**config.mk**
```make
export PLATFORM = sky130hd
export DESIGN_NAME = riscv_retire_trace_flat
export DESIGN_NICKNAME = d
export VERILOG_FILES = /design/src/rtl/riscv_retire_trace_pkg.sv /design/src/rtl/riscv_retire_trace_if.sv /design/src/rtl/riscv_retire_trace_mem.sv /design/src/rtl/riscv_retire_trace.sv /design/src/flat_wrapper.sv
export SDC_FILE = /design/constraint.sdc
export NUM_CORES = 2
export LEC_CHECK = 0
export BUFFER_PORTS_ARGS = -buffer_cell sky130_fd_sc_hd__buf_4
export CAP_MARGIN = 20
export CORE_MARGIN = 4
export CORE_UTILIZATION = 40
export DETAILED_ROUTE_END_ITERATION = 8
export PLACE_DENSITY = 0.57
export SLEW_MARGIN = 20
export SYNTH_ARGS = -nofsm -noshare
export SYNTH_HDL_FRONTEND = slang
export SYNTH_HIERARCHICAL = 1
export SYNTH_SLANG_ARGS = --single-unit
export TNS_END_PERCENT = 30
```
**constraint.sdc**
```tcl
create_clock -name clk -period 13.2 [get_ports clk]
set_input_delay 0.66 -clock clk [delete_from_list [all_inputs] [get_ports clk]]
set_output_delay 0.66 -clock clk [all_outputs]
set_load 0.02 [all_outputs]
```
**src/rtl/riscv_retire_trace_pkg.sv**
```systemverilog
// Shared types for the retire-trace capture block: FSM states and the stored entry layout.
package riscv_trace_pkg;
  localparam int XLEN = 32;
  localparam int TS_W = 16;

  typedef enum logic [1:0] {IDLE, RUN, POST, FROZEN} trace_state_e;

  typedef struct packed {
    logic [XLEN-1:0] pc;
    logic [31:0]     instr;
    logic [4:0]      rd;
    logic [XLEN-1:0] wdata;
    logic            we;
    logic [TS_W-1:0] ts;
  } trace_entry_t;
endpackage

```
**src/rtl/riscv_retire_trace_if.sv**
```systemverilog
// Retire tap from the core plus the valid/ready drain port of the trace buffer.
interface riscv_retire_trace_if import riscv_trace_pkg::*; ();
  logic            ret_valid;
  logic [XLEN-1:0] ret_pc;
  logic [31:0]     ret_instr;
  logic            ret_we;
  logic [4:0]      ret_rd;
  logic [XLEN-1:0] ret_wdata;
  logic            out_valid;
  logic            out_ready;
  logic [XLEN-1:0] out_pc;
  logic [31:0]     out_instr;
  logic [4:0]      out_rd;
  logic [XLEN-1:0] out_wdata;
  logic            out_we;
  logic [TS_W-1:0] out_ts;

  modport master (
    output ret_valid, ret_pc, ret_instr, ret_we, ret_rd, ret_wdata, out_ready,
    input  out_valid, out_pc, out_instr, out_rd, out_wdata, out_we, out_ts
  );
  modport slave (
    input  ret_valid, ret_pc, ret_instr, ret_we, ret_rd, ret_wdata, out_ready,
    output out_valid, out_pc, out_instr, out_rd, out_wdata, out_we, out_ts
  );
endinterface

```
**src/rtl/riscv_retire_trace_mem.sv**
```systemverilog
// Trace entry storage: one synchronous write port, one asynchronous read port, no reset.
module trace_fifo_mem import riscv_trace_pkg::*; #(
  parameter  int DEPTH = 16,
  localparam int AW    = $clog2(DEPTH)
) (
  input  logic         clk,
  input  logic         we,
  input  logic [AW-1:0] waddr,
  input  trace_entry_t wdata,
  input  logic [AW-1:0] raddr,
  output trace_entry_t rdata
);
  trace_entry_t mem_q [DEPTH];

  always_ff @(posedge clk) begin
    if (we) mem_q[waddr] <= wdata;
  end

  assign rdata = mem_q[raddr];
endmodule

```
**src/rtl/riscv_retire_trace.sv**
```systemverilog
// Retire-trace capture: circular buffer of retired instructions with PC breakpoints,
// post-trigger capture, freeze/halt and a valid/ready drain port.
module riscv_retire_trace import riscv_trace_pkg::*; #(
  parameter  int DEPTH     = 16,
  parameter  int NUM_BP    = 2,
  parameter  int POST_TRIG = 4,
  localparam int AW        = $clog2(DEPTH),
  localparam int CW        = AW + 1
) (
  input  logic                          clk,
  input  logic                          reset,
  riscv_retire_trace_if.slave           tr,
  input  logic                          arm,
  input  logic                          wrap_mode,
  input  logic [NUM_BP-1:0]             bp_en,
  input  logic [NUM_BP-1:0][XLEN-1:0]   bp_pc,
  output logic                          halt_req,
  output logic [CW-1:0]                 count,
  output logic                          overflow,
  output logic [1:0]                    state
);
  trace_state_e    state_q, state_d;
  logic [AW-1:0]   wr_ptr_q, wr_ptr_d, rd_ptr_q, rd_ptr_d, post_cnt_q, post_cnt_d;
  logic [CW-1:0]   count_q, count_d;
  logic [TS_W-1:0] ts_q, ts_d;
  logic            overflow_q, overflow_d, halt_q, halt_d;
  logic            mem_we, active, capture, pop, full, bp_hit;
  logic [NUM_BP-1:0] bp_match;
  trace_entry_t    wr_entry, rd_entry;

  for (genvar i = 0; i < NUM_BP; i++) begin : g_bp
    assign bp_match[i] = bp_en[i] && (tr.ret_pc == bp_pc[i]);
  end

  assign active  = (state_q == RUN) || (state_q == POST);
  assign capture = active && tr.ret_valid;
  assign pop     = (count_q != '0) && tr.out_ready;
  assign full    = (count_q == CW'(DEPTH));
  assign bp_hit  = tr.ret_valid && (|bp_match);

  assign wr_entry = '{pc: tr.ret_pc, instr: tr.ret_instr, rd: tr.ret_rd,
                      wdata: tr.ret_wdata, we: tr.ret_we, ts: ts_q};

  always_comb begin
    state_d    = state_q;
    wr_ptr_d   = wr_ptr_q;
    rd_ptr_d   = rd_ptr_q;
    count_d    = count_q;
    ts_d       = ts_q;
    post_cnt_d = post_cnt_q;
    overflow_d = overflow_q;
    mem_we     = 1'b0;
    if (arm) begin
      state_d    = RUN;
      wr_ptr_d   = '0;
      rd_ptr_d   = '0;
      count_d    = '0;
      ts_d       = '0;
      post_cnt_d = '0;
      overflow_d = 1'b0;
    end else begin
      if (active) ts_d = ts_q + 1'b1;
      if (capture && full) begin
        overflow_d = 1'b1;
        // The oldest entry leaves once, whether by overwrite or by a same-cycle pop.
        if (wrap_mode) begin
          mem_we   = 1'b1;
          wr_ptr_d = wr_ptr_q + 1'b1;
          rd_ptr_d = rd_ptr_q + 1'b1;
        end else if (pop) begin
          rd_ptr_d = rd_ptr_q + 1'b1;
          count_d  = count_q - 1'b1;
        end
      end else begin
        if (capture) begin
          mem_we   = 1'b1;
          wr_ptr_d = wr_ptr_q + 1'b1;
        end
        if (pop) rd_ptr_d = rd_ptr_q + 1'b1;
        if (capture && !pop) count_d = count_q + 1'b1;
        else if (pop && !capture) count_d = count_q - 1'b1;
      end
      case (state_q)
        RUN: if (bp_hit) begin
          state_d    = (POST_TRIG == 0) ? FROZEN : POST;
          post_cnt_d = '0;
        end
        POST: if (capture) begin
          post_cnt_d = post_cnt_q + 1'b1;
          if (CW'(post_cnt_q) + CW'(1) == CW'(POST_TRIG)) state_d = FROZEN;
        end
        default: ;
      endcase
    end
    halt_d = (state_d == FROZEN);
  end

  always_ff @(posedge clk) begin
    if (reset) begin
      state_q    <= IDLE;
      wr_ptr_q   <= '0;
      rd_ptr_q   <= '0;
      count_q    <= '0;
      ts_q       <= '0;
      post_cnt_q <= '0;
      overflow_q <= 1'b0;
      halt_q     <= 1'b0;
    end else begin
      state_q    <= state_d;
      wr_ptr_q   <= wr_ptr_d;
      rd_ptr_q   <= rd_ptr_d;
      count_q    <= count_d;
      ts_q       <= ts_d;
      post_cnt_q <= post_cnt_d;
      overflow_q <= overflow_d;
      halt_q     <= halt_d;
    end
  end

  trace_fifo_mem #(.DEPTH(DEPTH)) u_mem (
    .clk   (clk),
    .we    (mem_we),
    .waddr (wr_ptr_q),
    .wdata (wr_entry),
    .raddr (rd_ptr_q),
    .rdata (rd_entry)
  );

  assign tr.out_valid = (count_q != '0);
  assign tr.out_pc    = rd_entry.pc;
  assign tr.out_instr = rd_entry.instr;
  assign tr.out_rd    = rd_entry.rd;
  assign tr.out_wdata = rd_entry.wdata;
  assign tr.out_we    = rd_entry.we;
  assign tr.out_ts    = rd_entry.ts;
  assign halt_req     = halt_q;
  assign count        = count_q;
  assign overflow     = overflow_q;
  assign state        = state_q;
endmodule

```
**src/flat_wrapper.sv**
```systemverilog
// flat-port wrapper written by rule: the top's interface ports become plain ports
module riscv_retire_trace_flat import riscv_trace_pkg::*;
#(
  parameter  int DEPTH     = 16,
  parameter  int NUM_BP    = 2,
  parameter  int POST_TRIG = 4,
  localparam int AW        = $clog2(DEPTH),
  localparam int CW        = AW + 1
)
  (clk, reset, arm, wrap_mode, bp_en, bp_pc, halt_req, count, overflow, state, tr_ret_valid, tr_ret_pc, tr_ret_instr, tr_ret_we, tr_ret_rd, tr_ret_wdata, tr_out_ready, tr_out_valid, tr_out_pc, tr_out_instr, tr_out_rd, tr_out_wdata, tr_out_we, tr_out_ts);
  riscv_retire_trace_if tr_i ();
  input  logic clk;
  input  logic reset;
  input  logic arm;
  input  logic wrap_mode;
  input  logic [NUM_BP-1:0] bp_en;
  input  logic [NUM_BP-1:0][XLEN-1:0] bp_pc;
  output logic halt_req;
  output logic [CW-1:0] count;
  output logic overflow;
  output logic [1:0] state;
  input wire logic [$bits(tr_i.ret_valid)-1:0] tr_ret_valid;
  input wire logic [$bits(tr_i.ret_pc)-1:0] tr_ret_pc;
  input wire logic [$bits(tr_i.ret_instr)-1:0] tr_ret_instr;
  input wire logic [$bits(tr_i.ret_we)-1:0] tr_ret_we;
  input wire logic [$bits(tr_i.ret_rd)-1:0] tr_ret_rd;
  input wire logic [$bits(tr_i.ret_wdata)-1:0] tr_ret_wdata;
  input wire logic [$bits(tr_i.out_ready)-1:0] tr_out_ready;
  output wire logic [$bits(tr_i.out_valid)-1:0] tr_out_valid;
  output wire logic [$bits(tr_i.out_pc)-1:0] tr_out_pc;
  output wire logic [$bits(tr_i.out_instr)-1:0] tr_out_instr;
  output wire logic [$bits(tr_i.out_rd)-1:0] tr_out_rd;
  output wire logic [$bits(tr_i.out_wdata)-1:0] tr_out_wdata;
  output wire logic [$bits(tr_i.out_we)-1:0] tr_out_we;
  output wire logic [$bits(tr_i.out_ts)-1:0] tr_out_ts;
  assign tr_i.ret_valid = tr_ret_valid;
  assign tr_i.ret_pc = tr_ret_pc;
  assign tr_i.ret_instr = tr_ret_instr;
  assign tr_i.ret_we = tr_ret_we;
  assign tr_i.ret_rd = tr_ret_rd;
  assign tr_i.ret_wdata = tr_ret_wdata;
  assign tr_i.out_ready = tr_out_ready;
  assign tr_out_valid = tr_i.out_valid;
  assign tr_out_pc = tr_i.out_pc;
  assign tr_out_instr = tr_i.out_instr;
  assign tr_out_rd = tr_i.out_rd;
  assign tr_out_wdata = tr_i.out_wdata;
  assign tr_out_we = tr_i.out_we;
  assign tr_out_ts = tr_i.out_ts;
  riscv_retire_trace #(.DEPTH(DEPTH), .NUM_BP(NUM_BP), .POST_TRIG(POST_TRIG)) u_core (.clk(clk), .reset(reset), .tr(tr_i), .arm(arm), .wrap_mode(wrap_mode), .bp_en(bp_en), .bp_pc(bp_pc), .halt_req(halt_req), .count(count), .overflow(overflow), .state(state));
endmodule
```
==> run_results.csv <==
group,metric,value,unit
die,die_area,189000,um2
route,drt_iter0_markers,2750,
final_layout,utilization,46.5,%
logic_synthesis,ys.flop_type,"edfxtp_1",
placed_design,gp_congestion,0.723,
setup_path,rr_endpoint,"u_core/u_mem/mem_q[13][72]",
global_route,globalRouteOverflowTotal,0,
logic_synthesis,synth-async-reset-ratio,0,%
die,core,181000,um2
route,first_pass_iters,5,
logic_synthesis,synth_edf_count,1888,
setup_path,critical_path.startpoint,"u_core/state[0]",
cts,cts-htree-levels,4,
cts,cts_tree,"built",
cts,cts_setup_buffers,0,
route,dr_wl_met3,9300,um
run_status,status,"finished, final reports clean",
setup_path,critPathMaxFanout,49,
cts,ctsRootBufferMaster,"clkbuf_16",
logic_synthesis,syn_avg_cell_area,22.8,um2
setup_path,r2r_setup_slack,7.74,ns
die,die_x,435,um
power_and_ir_drop,p_int,9.79,mW
sta,drv_slew,0,
final_layout,drive_above_1_share,30.0,%
final_layout,instances_no_fill,6113,
global_route,grt_max_degree,139,
logic_synthesis,synth_common_cells,"edfxtp_1, mux4_2, a22oi_1, nand2_1, xor2_1",
cts,cts.clk_slew.worst_paths,0.06,ns
power_and_ir_drop,seq_power_share,54.8,%
setup_path,worstReg2RegStart,"u_core/state[0]",
cts,clock-sinks,1925,
power_and_ir_drop,leakagePower,26.0,nW
logic_synthesis,seq_area_frac_synth,78.7,%
final_layout,final_area,84200,um2
final_layout,area_growth_syn_to_layout,15.4,%
sta,rsz0062_at_grt,"false",
logic_synthesis,syn_inst,3194,
setup_path,arrival,5.88,ns
global_route,antenna_found_initial,5,
placed_design,post-place-ws,7.70,ns
sta,max_freq,183,MHz
sta,final.min_clock_period,5.46,ns
route,ant_nets,0,
flow_run,cap_violations,0,
logic_synthesis,netlist.area_leader.share,77.7,%
power_and_ir_drop,power.density,145,nW/um2
route,wl,175000,um
power_and_ir_drop,irDropWorstVdd,0.000133,V
power_and_ir_drop,clockPowerShare,42.6,%
power_and_ir_drop,power_frac_comb,2.6,%
logic_synthesis,synth_cell_types,44,
route,highest_layer,"met5",
power_and_ir_drop,swShare,20.1,%
route,met2_length,85600,um
setup_path,cp-start-kind,"register",
sta,maxSlewHeadroom,25.6,%
logic_synthesis,synth_top_area_cell,"edfxtp_1",
sta,timing.final.crit_share,41.4,%
sta,finClkSkew,0.0517,ns
logic_synthesis,yosys_warnings,6,
route,wire_per_inst,28.7,um
sta,setup_ws,7.74,ns
global_route,grt_pass1_wl,255000,um
worst_hold_path,hp-class,"in -> reg",
logic_synthesis,synth.area.top_cells,"edfxtp_1, mux4_2, a22oi_1",
route,via_per_inst,5.60,
sta,setup_viol,0,
placed_design,dp_hpwl,89600,um
setup_path,endpoint,"u_core/u_mem/mem_q[13][72]",
logic_synthesis,syn-num-nets,3377,
placed_design,placed_cell_area,78100,um2
setup_path,r2r_cells,9,
sta,worstMarginPinSlew,1.12,ns
route,routed-via-count,34200,
logic_synthesis,syn_area,73000,um2
sta,fin_setup_tns,0,ns
route,wl_met1,76800,um
setup_path,required,13.62,ns
die,ios,302,
global_route,track_usage,18.4,%
route,drc,0,
die,initial_utilization,40.3,%
cts,cts_inserted_buffers,191,
placed_design,io_buffer_count,301,
setup_path,critPathCaptureType,"register",
logic_synthesis,synth_seq_cells,1925,
cts,clk_latency,0.83,ns
logic_synthesis,synth_most_common_cell,"edfxtp_1",
power_and_ir_drop,p_sw,2.46,mW
placed_design,dp_cells,5753,
setup_path,setup.worst_path.class,"reg -> reg",
die,die_h,435,um
die,rows,156,
global_route,grt_pass1_vias,35900,
sta,final_hold_viol_count,0,
cts,clk_path_buf_depth,3,
final_layout,final_nets,3762,
==> timing repair <==
action,4_1_cts,5_1_grt
gates resized for setup,0,0
endpoints found under the hold margin,1,0
hold buffers,1,0
==> cell families after synthesis <==
logic type | Yosys count | share of synthesized area, %
mux | 479 | 14.7
fa+ha+maj | 9 | 0.154
flops | 1925 | 78.7
simple gates | 259 | 1.60
xor+xnor | 88 | 1.06
buf+inv | 170 | 1.11
compound gates | 264 | 2.70
==> routing by layer <==
layer  vias up  GRT usage, %
met5         -             0
met4         2          4.53
met3       212          3.33
met2       928          29.6
met1     18700          26.1
li1      14400             -
==> cells in the final DEF, fill, tap and decap left out, types with 4 or more instances in the layout <==
master / instances
mux2i_1: 4
nor3_2: 4
inv_1: 5
nand2b_1: 6
ha_1: 9
buf_12: 13
clkinv_1: 57
xor2_1: 63
nor4_1: 13
nand4_1: 10
dfxtp_1: 35
a22oi_1: 237
nor2_1: 38
edfxtp_1: 1888
clkbuf_1: 40
bufinv_16: 14
clkbuf_16: 192
nor2_4: 13
xnor2_1: 25
clkinv_8: 6
mux4_2: 472
nor2b_1: 5
clkinv_2: 29
a21oi_1: 11
nand3_1: 17
and3_1: 6
clkinvlp_4: 4
diode_2: 4
nand2_1: 130
buf_4: 342
==> power by group through the flow <==
| stage | Clock, mW | Combinational (mW) | Sequential (mW) |
|---|---|---|---|
| after global placement | 0 | 0.322 | 6.84 |
| after CTS | 5.34 | 0.327 | 6.71 |
| after floorplan | 0 | 0.142 | 6.84 |
| after global routing | 5.61 | 0.347 | 6.71 |
| after detailed placement | 0 | 0.326 | 6.84 |
| final | 5.22 | 0.318 | 6.71 |
==> metrics by stage <==
stage	hold slack [ns]	total power, mW
6_report	0.0716	12.2
5_1_grt	0.0364	12.7
4_1_cts	0.00669	12.4
3_5_place_dp	0.462	7.17
3_3_place_gp	0.462	7.16
2_1_floorplan	0.508	6.99
==> worst max-delay path, cell delays in order (launching register included) <==
cell and delay, ns:
dfxtp_1 0.41, inv_1 0.09, ha_1 0.43, nand2b_1 0.28, a21oi_1 0.48, nor2b_1 0.31
nand3_1 0.32, nor2_4 0.86, buf_4 0.91, buf_4 0.85
==> cell type report <==
type	count	area [um2]
sequential	1925	57400
fill	15000	96900
tap	2370	2970
timing repair buffer	357	2870
clock buffer	232	4950
multi-input combinational	1099	14900
antenna	4	10.0
clock inverter	121	1080
inverter	5	18.8
==> sequential cells by signal (all words and copies together) (netlist names) <==
name	count
u_core/halt_req	1
u_core/state	2
u_core/count	5
u_core/ts_q	16
u_core/overflow	1
u_core/rd_ptr_q	4
u_core/wr_ptr_q	4
u_core/u_mem/mem_q	1888
u_core/post_cnt_q	4
==> worst min-delay path by stage <==
stage / from / end / slack, ns / cells after the start
global placement: u_core/overflow / u_core/overflow / 0.46 / 2
global route: tr_out_ready / u_core/count[4] / 0.04 / 2
CTS: tr_out_ready / u_core/count[4] / 0.007 / 2
detailed placement: u_core/overflow / u_core/overflow / 0.46 / 2
finish: tr_out_ready / u_core/count[4] / 0.07 / 2
floorplan: u_core/rd_ptr_q[1] / u_core/rd_ptr_q[1] / 0.51 / 2
Note: power is estimated with default switching activity, not from simulation.
